### src/rtl/rv_rr_issue_arbiter_pkg.sv
// Shared types and helpers for the round-robin issue arbiter.
// Helpers work on a fixed maximum width; callers zero-pad narrower vectors.
package rv_rr_issue_arbiter_pkg;

  localparam int MAX_REQS = 64;

  typedef enum logic {
    ARB_ST_ARB    = 1'b0,
    ARB_ST_LOCKED = 1'b1
  } arb_state_e;

  function automatic int onehot_to_index(input logic [MAX_REQS-1:0] oh);
    int idx;
    idx = 0;
    for (int i = 0; i < MAX_REQS; i++) begin
      if (oh[i]) idx = idx | i;
    end
    return idx;
  endfunction

  // Priority encoder: index of the lowest set bit, 0 when none is set.
  function automatic int lowest_set(input logic [MAX_REQS-1:0] v);
    int idx;
    idx = 0;
    for (int i = MAX_REQS - 1; i >= 0; i--) begin
      if (v[i]) idx = i;
    end
    return idx;
  endfunction

endpackage

### src/rtl/rv_rr_issue_arbiter_if.sv
// Request side and grant side of the issue arbiter, bundled as one interface.
// Handshake: a beat moves on a cycle where both its valid and its ready are high.
interface rv_rr_issue_arbiter_if #(
  parameter int NUM_REQS = 8
);
  localparam int IDX_W = $clog2(NUM_REQS);

  logic [NUM_REQS-1:0] req_valid;
  logic [NUM_REQS-1:0] req_last;
  logic [NUM_REQS-1:0] req_ready;
  logic                grant_valid;
  logic [IDX_W-1:0]    grant_index;
  logic [NUM_REQS-1:0] grant_onehot;
  logic                grant_last;
  logic                grant_ready;
  logic                locked;

  modport master (
    output req_valid, req_last, grant_ready,
    input  req_ready, grant_valid, grant_index, grant_onehot, grant_last, locked
  );

  modport slave (
    input  req_valid, req_last, grant_ready,
    output req_ready, grant_valid, grant_index, grant_onehot, grant_last, locked
  );
endinterface

### src/rtl/rv_rr_mask.sv
// Thermometer mask of the bits strictly above a one-hot pointer,
// built as a log-depth prefix-OR scan (low to high) then shifted up one.
module rv_rr_mask #(
  parameter int NUM_REQS = 8
) (
  input  logic [NUM_REQS-1:0] onehot_i,
  output logic [NUM_REQS-1:0] mask_o
);
  localparam int STAGES = $clog2(NUM_REQS);

  logic [NUM_REQS-1:0] scan [STAGES+1];

  assign scan[0] = onehot_i;

  for (genvar k = 0; k < STAGES; k++) begin : g_scan
    assign scan[k+1] = scan[k] | (scan[k] << (2 ** k));
  end

  assign mask_o = scan[STAGES] << 1;
endmodule

### src/rtl/rv_rr_issue_arbiter.sv
// Round-robin arbiter sharing one registered issue slot among NUM_REQS requesters,
// with an optional lock that holds the slot for one requester until req_last.
module rv_rr_issue_arbiter
  import rv_rr_issue_arbiter_pkg::*;
#(
  parameter int NUM_REQS = 8,
  parameter bit LOCK_EN  = 1'b1
) (
  input  logic                  clk,
  input  logic                  reset,
  rv_rr_issue_arbiter_if.slave  bus
);
  localparam int IDX_W = $clog2(NUM_REQS);

  arb_state_e          state_q, state_d;
  logic [NUM_REQS-1:0] ptr_oh_q;
  logic                grant_valid_q;
  logic [IDX_W-1:0]    grant_index_q;
  logic [NUM_REQS-1:0] grant_onehot_q;
  logic                grant_last_q;

  logic [NUM_REQS-1:0] mask;
  logic [NUM_REQS-1:0] masked;
  logic [MAX_REQS-1:0] req_pad, masked_pad, ptr_pad;
  logic [IDX_W-1:0]    lock_idx;
  logic [IDX_W-1:0]    cand_idx;
  logic [NUM_REQS-1:0] cand_oh;
  logic                cand_vld;
  logic                slot_free;
  logic                fire;

  rv_rr_mask #(.NUM_REQS(NUM_REQS)) u_mask (
    .onehot_i (ptr_oh_q),
    .mask_o   (mask)
  );

  assign masked    = bus.req_valid & mask;
  assign slot_free = !grant_valid_q || bus.grant_ready;

  always_comb begin
    req_pad    = '0;
    masked_pad = '0;
    ptr_pad    = '0;
    req_pad[NUM_REQS-1:0]    = bus.req_valid;
    masked_pad[NUM_REQS-1:0] = masked;
    ptr_pad[NUM_REQS-1:0]    = ptr_oh_q;
    // While locked, the last winner is by construction the lock owner.
    lock_idx = IDX_W'(onehot_to_index(ptr_pad));
    if (state_q == ARB_ST_LOCKED) begin
      cand_idx = lock_idx;
      cand_vld = bus.req_valid[lock_idx];
    end else begin
      cand_vld = |bus.req_valid;
      cand_idx = (|masked) ? IDX_W'(lowest_set(masked_pad)) : IDX_W'(lowest_set(req_pad));
    end
  end

  // Gating with reset keeps requesters from seeing a phantom consume while held in reset.
  assign fire    = slot_free && cand_vld && reset;
  assign cand_oh = NUM_REQS'(1) << cand_idx;

  always_comb begin
    state_d = state_q;
    if (LOCK_EN && fire) begin
      state_d = bus.req_last[cand_idx] ? ARB_ST_ARB : ARB_ST_LOCKED;
    end
  end

  always_ff @(posedge clk or negedge reset) begin
    if (!reset) begin
      state_q        <= ARB_ST_ARB;
      ptr_oh_q       <= NUM_REQS'(1) << (NUM_REQS - 1);
      grant_valid_q  <= 1'b0;
      grant_index_q  <= '0;
      grant_onehot_q <= '0;
      grant_last_q   <= 1'b0;
    end else begin
      state_q <= state_d;
      if (fire) begin
        grant_valid_q  <= 1'b1;
        grant_index_q  <= cand_idx;
        grant_onehot_q <= cand_oh;
        grant_last_q   <= bus.req_last[cand_idx];
        ptr_oh_q       <= cand_oh;
      end else if (bus.grant_ready) begin
        grant_valid_q  <= 1'b0;
        grant_onehot_q <= '0;
      end
    end
  end

  assign bus.req_ready    = fire ? cand_oh : '0;
  assign bus.grant_valid  = grant_valid_q;
  assign bus.grant_index  = grant_index_q;
  assign bus.grant_onehot = grant_onehot_q;
  assign bus.grant_last   = grant_last_q;
  assign bus.locked       = (state_q == ARB_ST_LOCKED);
endmodule

### src/flat_wrapper.sv
// flat-port wrapper written by rule: the top's interface ports become plain ports
module rv_rr_issue_arbiter_flat import rv_rr_issue_arbiter_pkg::*;
#(
  parameter int NUM_REQS = 8,
  parameter bit LOCK_EN  = 1'b1
)
  (clk, reset, bus_req_valid, bus_req_last, bus_grant_ready, bus_req_ready, bus_grant_valid, bus_grant_index, bus_grant_onehot, bus_grant_last, bus_locked);
  rv_rr_issue_arbiter_if #(.NUM_REQS(NUM_REQS)) bus_i ();
  input  logic clk;
  input  logic reset;
  input wire logic [$bits(bus_i.req_valid)-1:0] bus_req_valid;
  input wire logic [$bits(bus_i.req_last)-1:0] bus_req_last;
  input wire logic [$bits(bus_i.grant_ready)-1:0] bus_grant_ready;
  output wire logic [$bits(bus_i.req_ready)-1:0] bus_req_ready;
  output wire logic [$bits(bus_i.grant_valid)-1:0] bus_grant_valid;
  output wire logic [$bits(bus_i.grant_index)-1:0] bus_grant_index;
  output wire logic [$bits(bus_i.grant_onehot)-1:0] bus_grant_onehot;
  output wire logic [$bits(bus_i.grant_last)-1:0] bus_grant_last;
  output wire logic [$bits(bus_i.locked)-1:0] bus_locked;
  assign bus_i.req_valid = bus_req_valid;
  assign bus_i.req_last = bus_req_last;
  assign bus_i.grant_ready = bus_grant_ready;
  assign bus_req_ready = bus_i.req_ready;
  assign bus_grant_valid = bus_i.grant_valid;
  assign bus_grant_index = bus_i.grant_index;
  assign bus_grant_onehot = bus_i.grant_onehot;
  assign bus_grant_last = bus_i.grant_last;
  assign bus_locked = bus_i.locked;
  rv_rr_issue_arbiter #(.NUM_REQS(NUM_REQS), .LOCK_EN(LOCK_EN)) u_core (.clk(clk), .reset(reset), .bus(bus_i));
endmodule
### config.mk
export PLATFORM = sky130hd
export DESIGN_NAME = rv_rr_issue_arbiter_flat
export DESIGN_NICKNAME = d
export VERILOG_FILES = /design/src/rtl/rv_rr_issue_arbiter_pkg.sv /design/src/rtl/rv_rr_issue_arbiter_if.sv /design/src/rtl/rv_rr_mask.sv /design/src/rtl/rv_rr_issue_arbiter.sv /design/src/flat_wrapper.sv
export SDC_FILE = /design/constraint.sdc
export NUM_CORES = 1
export LEC_CHECK = 0
export CORE_UTILIZATION = 42
export DETAILED_ROUTE_END_ITERATION = 16
export HOLD_SLACK_MARGIN = 0.06
export PLACE_DENSITY_LB_ADDON = 0.1
export RECOVER_POWER = 50
export SKIP_LAST_GASP = 1
export SYNTH_ARGS = -nofsm -noshare
export SYNTH_HDL_FRONTEND = slang
export SYNTH_HIERARCHICAL = 1
export SYNTH_SLANG_ARGS = --single-unit
### constraint.sdc
create_clock -name clk -period 3.12 [get_ports clk]
set_clock_uncertainty 0.2 [all_clocks]
set_input_delay 0.624 -clock clk [delete_from_list [all_inputs] [get_ports clk]]
set_output_delay 0.624 -clock clk [all_outputs]
set_load 0.02 [all_outputs]
==> impl_results.rst, run 1 <==
.. list-table::
   :header-rows: 1

   * - Metric
     - Value
   * - Number of placement rows
     - 20
   * - Area delta synth->final
     - 84.6%
   * - DR pass1 iterations
     - 4
   * - Fraction of layout instances using a drive strength above 1
     - 47.0%
   * - Main synth FF type
     - dfrtp_1
   * - Initial core utilization
     - roughly 45%
   * - Total area of sequential cells
     - about 550 µm²
   * - Fraction of synthesis flops using an asynchronous set or reset pin
     - 100%
   * - Total number of clock tree sinks
     - 22
   * - Sum Neg Setup Slack
     - -7.82 ns
   * - Die footprint
     - 3470 µm²
   * - Slowest cell on the critical path
     - or4_4
   * - Die boundary width
     - 58.9 µm
   * - Area of the mapped netlist
     - 1360 µm²
   * - Buffers & Inverters on Critical Path
     - 3
   * - Tot GR Track Use
     - approximately 27%
   * - Minimum clock period
     - 4.02 ns
   * - Initial detailed-routing violation count
     - 86
   * - Detail Route Antenna Nets
     - 0
   * - Power density of the placed cells
     - about 1300 nW/µm²
   * - Final weighted congestion of routability-driven global placement
     - about 0.83
   * - Number of global-route vias before repair
     - roughly 1500
   * - Total of max-cap violations
     - 0
   * - Post-synthesis area per instance
     - ~10 µm²
   * - Worst skew pair latency
     - around 0.32 ns
   * - Total via count after detailed routing
     - approximately 1500
   * - Hold/Removal Path Class
     - reg2reg
   * - Yosys Warn Count
     - 6
   * - Fillers
     - 198
   * - Port Buffer Count
     - 40
   * - Final number of setup-violating endpoints
     - 18
   * - Peak fanout along the critical path
     - 3
   * - Slew Limit Fails
     - 0
   * - Post-synthesis sequential element count
     - 22
   * - Count of unresolved DRC violations after routing
     - 0
   * - Die height
     - 58.9 µm
   * - Cell type group with the largest total delay on the critical path
     - simple AND/OR/NAND/NOR gates
   * - Largest net degree at the start of global routing
     - 23
   * - Cell chosen for the clock root
     - clkbuf_4
   * - Sequential area share after synthesis
     - 40.6%
   * - Area taken by multi-input logic gates
     - 960 µm²
   * - Kind of launch point of the worst setup path
     - flip-flop
   * - Total power of the final layout
     - 3.20 mW
   * - Synthesized instance count
     - 133
   * - Leakage component of the power
     - 1.21 nW
   * - Crit. End Element
     - output pin
   * - HPWL after detailed placement
     - 3.23 mm
   * - TritonCTS clock tree
     - built
   * - Setup slack after layout
     - -0.898 ns
   * - Slowest Stage Delay on Critical Path
     - 0.55 ns
   * - Tightest Pin Transition
     - 1.21 ns
   * - Count of flip-flops with a built-in enable after synthesis
     - 0
   * - Maximum number of buffers from clock root to sink
     - 2
   * - Average detailed-routed wire length per instance
     - 15.8 µm
   * - Mapped Nets
     - approximately 150
   * - Max-slew headroom
     - a little under a fifth
   * - Io pins
     - 41
   * - Number of antenna violations at the first check in global routing
     - 0
   * - Arrival time worst endpoint
     - 3.19 ns
   * - Distinct cell type count after synthesis
     - 51
   * - Number of levels the H-tree was split into
     - 1
   * - Number of antenna diodes
     - 0
   * - Total Nets Final
     - approximately 260
   * - Final worst path period share
     - 129%
   * - Type of the worst setup path
     - reg2out
   * - CP Data Required Time
     - 2.30 ns
   * - Hold_buf cts
     - 0
   * - Cell Area, Placed
     - 2240 µm²
   * - Fmax
     - 249 MHz
   * - WHS
     - 0.295 ns
   * - Largest vdd supply drop
     - 0.754 mV
   * - Cell-by-cell listing of the critical path
     - or4_4 -> buf_4 -> or3_4 -> a22oi_2 -> buf_4 -> o2111ai_4 -> and2_4 -> or3_4 -> nor3_4 -> buf_6
   * - Outcome
     - finished, violations left
   * - Global route overflow
     - 0
   * - Violations in the final reports
     - negative setup slack
   * - Total clock buffers created by CTS
     - 3
   * - Area inside the core boundary
     - approximately 3100 µm²
   * - Number of failing hold endpoints at the final stage
     - 0
   * - Final Instance Area
     - ~2500 µm²
   * - Vias per Instance
     - 5.33
   * - First-pass GRT wire length
     - 6.85 mm
   * - Setup slack after placement
     - -1.07 ns
   * - RSZ-0062 raised after global routing
     - yes
   * - Clock-pin transition on the worst setup and hold timing paths
     - 0.11 ns
   * - Wire length reported by the detailed router
     - around 4.4 mm
==> cells in the final DEF, fill, tap and decap left out, types with 3 or more instances in the layout <==
master           synthesis  final
dfrtp_1                 21     21
a21oi_1                  3      3
nand2_1                 16     16
clkbuf_4                 0      3
a21o_1                   8      8
buf_6                    1     10
clkdlybuf4s50_1          0     31
buf_4                    2     58
or4_4                    3      4
nor2_1                   7      5
o21ai_0                  4      3
inv_1                    4      3
nor3_4                   0      3
mux2i_1                  6      6
==> cell type report <==
class	instances	share of cell area [%]
multi-input cells	103	38.3
repair buffers	103	35.9
flip-flops and latches	22	22.0
clock buffers	4	1.05
inverters	4	0.599
well taps	44	2.19
==> layer usage <==
metal	vias to the layer above	part of all wire, %	track usage (%)
li1	720	-	-
met3	6	3.5	4.18
met5	-	0	0
met4	0	1.4	9.52
met1	729	43	34.7
met2	38	52	45.5
==> flip-flops by register name (all words and copies together) (netlist names) <==
register,count
u_core/bus.grant_index,3
u_core/bus.grant_valid,1
u_core/bus.grant_last,1
u_core/bus.locked,1
u_core/bus.grant_onehot,8
u_core/ptr_oh_q,8
==> kinds of logic (layout without fill, tap and decap cells) <==
| group | Yosys count | in the layout | synth area share, % |
|---|---|---|---|
| compound gates | 40 | 40 | 25.9 |
| other cells | 1 | 1 | 0.276 |
| mux | 8 | 8 | 8.01 |
| buf+inv | 8 | 111 | 3.41 |
| flops | 22 | 22 | 40.6 |
| simple gates | 54 | 54 | 21.8 |
==> synthesized netlist by cell type, drive strengths merged, types with 4 or more instances <==
cell | n | area (µm²)
nand2 | 17 | 66.3
buf | 4 | 31.3
or4 | 6 | 56.3
inv | 4 | 15.0
dfrtp | 21 | 526
a21oi | 4 | 31.3
o21ai | 5 | 25.0
nor4 | 4 | 25.0
nand3 | 4 | 20.0
nor2 | 8 | 37.5
a21o | 9 | 68.8
mux2i | 6 | 60.1
==> power by group <==
part           switching, mW  internal, mW
logic                   1.23          1.38
registers             0.0677         0.392
clock network         0.0877        0.0500
total                   1.38          1.82
==> timing repair <==
| item | CTS | global route |
|---|---|---|
| endpoints found under the setup margin | 21 | 25 |
| gates resized for setup | 57 | 11 |
| buffers inserted | 12 | 2 |
| pin swaps | 13 | 6 |
| gates cloned | 0 | 0 |
==> worst register-to-register path, cell delays in order, from the launching register on <==
cell and delay, ns:
dfrtp_1 0.41, or4_4 0.55, buf_4 0.15, or3_4 0.33, a22oi_2 0.25, buf_4 0.17, o221ai_2 0.12, a31o_1 0.28
buf_12 0.15, buf_4 0.15, mux2i_1 0.14, mux2i_1 0.11, a222oi_1 0.32
==> final timing paths <==
path	from	to	slack (ns)	depth (start not counted)
min in group asynchronous	reset	u_core/ptr_oh_q[3]$_DFFE_PN0P_	0.97	2
max in group asynchronous	reset	u_core/ptr_oh_q[0]$_DFFE_PN0P_	1.02	2
min reg2reg	u_core/bus.grant_onehot[5]$_DFFE_PN0P_	u_core/bus.grant_onehot[5]$_DFFE_PN0P_	0.29	1
max	u_core/ptr_oh_q[0]$_DFFE_PN0P_	bus_req_ready[3]	-0.90	10
max reg2reg	u_core/ptr_oh_q[0]$_DFFE_PN0P_	u_core/bus.locked$_DFFE_PN0P_	-0.31	12
min	u_core/bus.grant_onehot[5]$_DFFE_PN0P_	u_core/bus.grant_onehot[5]$_DFFE_PN0P_	0.29	1
==> through the flow <==
stage,cells,util (%)
2_1_floorplan,133,-
3_3_place_gp,262,73.4
3_5_place_dp,262,73.4
4_1_cts,278,79.9
5_1_grt,280,82.2
6_report,280,82.2
No activity file was read; power rests on OpenSTA's default activity.
==> run 2: changes to the inputs <==
--- a/config.mk
+++ b/config.mk
@@ -5,6 +5,7 @@
 export SDC_FILE = /design/constraint.sdc
 export NUM_CORES = 1
 export LEC_CHECK = 0
+export CORE_ASPECT_RATIO = 0.75
 export CORE_UTILIZATION = 42
 export DETAILED_ROUTE_END_ITERATION = 16
 export HOLD_SLACK_MARGIN = 0.06
==> impl_results.rst, run 2 (same netlist as run 1, synthesis figures left out) <==
.. list-table::
   :header-rows: 1

   * - Metric
     - Value
   * - Outcome
     - finished, violations left
   * - Violations in the final reports
     - negative setup slack
   * - Total placed cells including tap cells
     - 253
   * - Die height
     - about 51 µm
   * - Depth of the worst hold-timing path
     - 1
   * - Die footprint
     - ~3500 µm²
   * - Hold/Removal Path Class
     - reg2reg
   * - First-pass GRT wire length
     - roughly 7.3 mm
   * - Register-to-register setup slack
     - -0.29 ns
   * - HPWL after detailed placement
     - 3.20 mm
   * - Startpoint of the worst hold path
     - u_core/bus.grant_onehot[5]$_DFFE_PN0P_
   * - Final weighted congestion of routability-driven global placement
     - 0.992
   * - Total clock buffers created by CTS
     - 3
   * - Final worst path period share
     - 124%
   * - Kind of launch point of the worst setup path
     - flip-flop
   * - Area delta synth->final
     - 85.7%
   * - Post-route non-filler standard cell count
     - 266
   * - Most common cell after layout, fill and taps aside
     - buf_4
   * - Endpoint of the lowest-slack register-to-register path
     - u_core/bus.locked$_DFFE_PN0P_
   * - Initial detailed-routing violation count
     - 100
   * - Length in cells of the worst reg-to-reg path
     - 11
   * - Crit. End Element
     - output pin
   * - Fmax
     - 258 MHz
   * - Clock-pin transition on the worst setup and hold timing paths
     - 0.08 ns
   * - Number of global-route vias before repair
     - roughly 1500
   * - Total number of clock tree sinks
     - 22
   * - Largest net degree at the start of global routing
     - 23
   * - Cell chosen for the clock root
     - clkbuf_8
   * - RSZ-0062 raised after global routing
     - yes
   * - Hold_buf cts
     - 0
   * - Total via count after detailed routing
     - 1492
   * - Setup slack after layout
     - -0.760 ns
   * - Power density of the placed cells
     - 1330 nW/µm²
   * - Cell Area, Placed
     - between 2000 and 2500 µm²
   * - Port Buffer Count
     - 40
   * - Number of antenna diodes
     - 0
   * - Number of failing hold endpoints at the final stage
     - 0
   * - Largest vdd supply drop
     - just over 0.8 mV
   * - Wire length reported by the detailed router
     - about 4.8 mm
   * - Total Nets Final
     - 248
   * - Count of unresolved DRC violations after routing
     - 0
   * - Io pins
     - 41
   * - Startpoint of the worst-slack reg-to-reg timing path
     - u_core/ptr_oh_q[0]$_DFFE_PN0P_
   * - Number of antenna violations at the first check in global routing
     - 0
   * - Fraction of layout instances using a drive strength above 1
     - 48.7%
   * - Tightest Pin Transition
     - 1.25 ns
   * - Detail Route Antenna Nets
     - 0
   * - Commonest cells after routing, fill and taps aside
     - buf_4 (48), clkdlybuf4s50_1 (30), dfrtp_1 (21)
   * - Fillers
     - 157
   * - Average detailed-routed wire length per instance
     - 18.0 µm
   * - Total of max-cap violations
     - 0
   * - Slew Limit Fails
     - 0
   * - Total power of the final layout
     - 3.35 mW
   * - DR pass1 iterations
     - 5
   * - Vias per Instance
     - roughly 5.6
   * - Peak fanout along the critical path
     - 4
   * - Arrival time worst endpoint
     - 3.06 ns
   * - Initial core utilization
     - 45.3%
   * - Sum Neg Setup Slack
     - -6.05 ns
   * - Share of the core filled with cells in the final layout
     - 84.1%
   * - CP Data Required Time
     - 2.30 ns
   * - Final number of setup-violating endpoints
     - 12
   * - Number of levels the H-tree was split into
     - 1
   * - Minimum clock period
     - 3.88 ns
   * - Die boundary width
     - around 68 µm
   * - Setup slack after placement
     - -1.05 ns
   * - Type of the worst setup path
     - reg2out
   * - Final Instance Area
     - 2520 µm²
   * - Leakage component of the power
     - roughly 1.2 nW
   * - Area inside the core boundary
     - around 3000 µm²
   * - Tot GR Track Use
     - 29.3%
   * - Max-slew headroom
     - 16.9%
   * - TritonCTS clock tree
     - built
   * - Number of placement rows
     - 17
   * - Worst skew pair latency
     - roughly 0.26 ns
   * - Maximum number of buffers from clock root to sink
     - 2
   * - Endpoint with the worst hold slack
     - u_core/bus.grant_onehot[5]$_DFFE_PN0P_
   * - Global route overflow
     - 0
   * - WHS
     - approximately 0.29 ns
-- run 2: cell count changes in the layout (fill, tap and decap cells not counted), sizes merged --
cell,previous run,this run
buf,69,60
clkdlybuf4s15,0,2
bufinv,0,1
dlygate4sd2,1,0
clkbuf,5,4
dlygate4sd3,1,2
clkdlybuf4s50,31,30
-- run 2: layer usage --
layer | part of all wire (%) | global-route usage (%) | vias to the layer above
li1 | - | - | 701
met1 | 44 | 37.5 | 726
met2 | 48 | 49.0 | 59
met3 | 7.2 | 7.59 | 6
met4 | 1.2 | 6.03 | 0
met5 | 0 | 0 | -
-- run 2: report_power, final --
group | switching, mW | leakage (nW) | internal, mW
registers | 0.0622 | 0.287 | 0.393
logic | 1.31 | 0.859 | 1.33
clock network | 0.0938 | 0.0357 | 0.171
-- run 2: area by class of cell --
class / instances / area, µm² / share of cell area (%)
Inverter: 4 / 15.0 / 0.595
Multi-Input combinational cell: 103 / 996 / 39.5
Sequential cell: 22 / 552 / 21.9
Clock inverter: 1 / 30.0 / 1.19
Clock buffer: 3 / 41.3 / 1.64
Timing Repair Buffer: 95 / 842 / 33.4
Tap cell: 38 / 47.5 / 1.88
-- run 2: worst max-delay path: stages, from the launching register on --
cell       delay, ns
dfrtp_1         0.39
or4_4           0.56
or2_4           0.26
a222oi_1        0.33
buf_4           0.23
nand3_4         0.09
a2111oi_4       0.25
a221oi_4        0.09
buf_6           0.16
buf_6           0.12
nor3_4          0.19
buf_6           0.14
-- run 2: how the worst max path moves through the flow --
stage | start | endpoint | slack, ns | cells past startpoint
after CTS | u_core/ptr_oh_q[0]$_DFFE_PN0P_ | bus_req_ready[1] | -0.79 | 9
final | u_core/ptr_oh_q[0]$_DFFE_PN0P_ | bus_req_ready[1] | -0.76 | 11
after detailed placement | bus_req_valid[1] | bus_req_ready[6] | -1.05 | 8
after global routing | u_core/ptr_oh_q[0]$_DFFE_PN0P_ | bus_req_ready[1] | -0.89 | 11
after floorplan | u_core/ptr_oh_q[0]$_DFFE_PN0P_ | bus_req_ready[0] | -0.42 | 7
after global placement | bus_req_valid[1] | bus_req_ready[6] | -0.97 | 8
-- run 2: repair_timing --
action,in CTS,in global routing
setup endpoints to repair,18,24
pin swaps,14,5
resized for setup,62,15
setup buffers,6,5
cloned,0,0
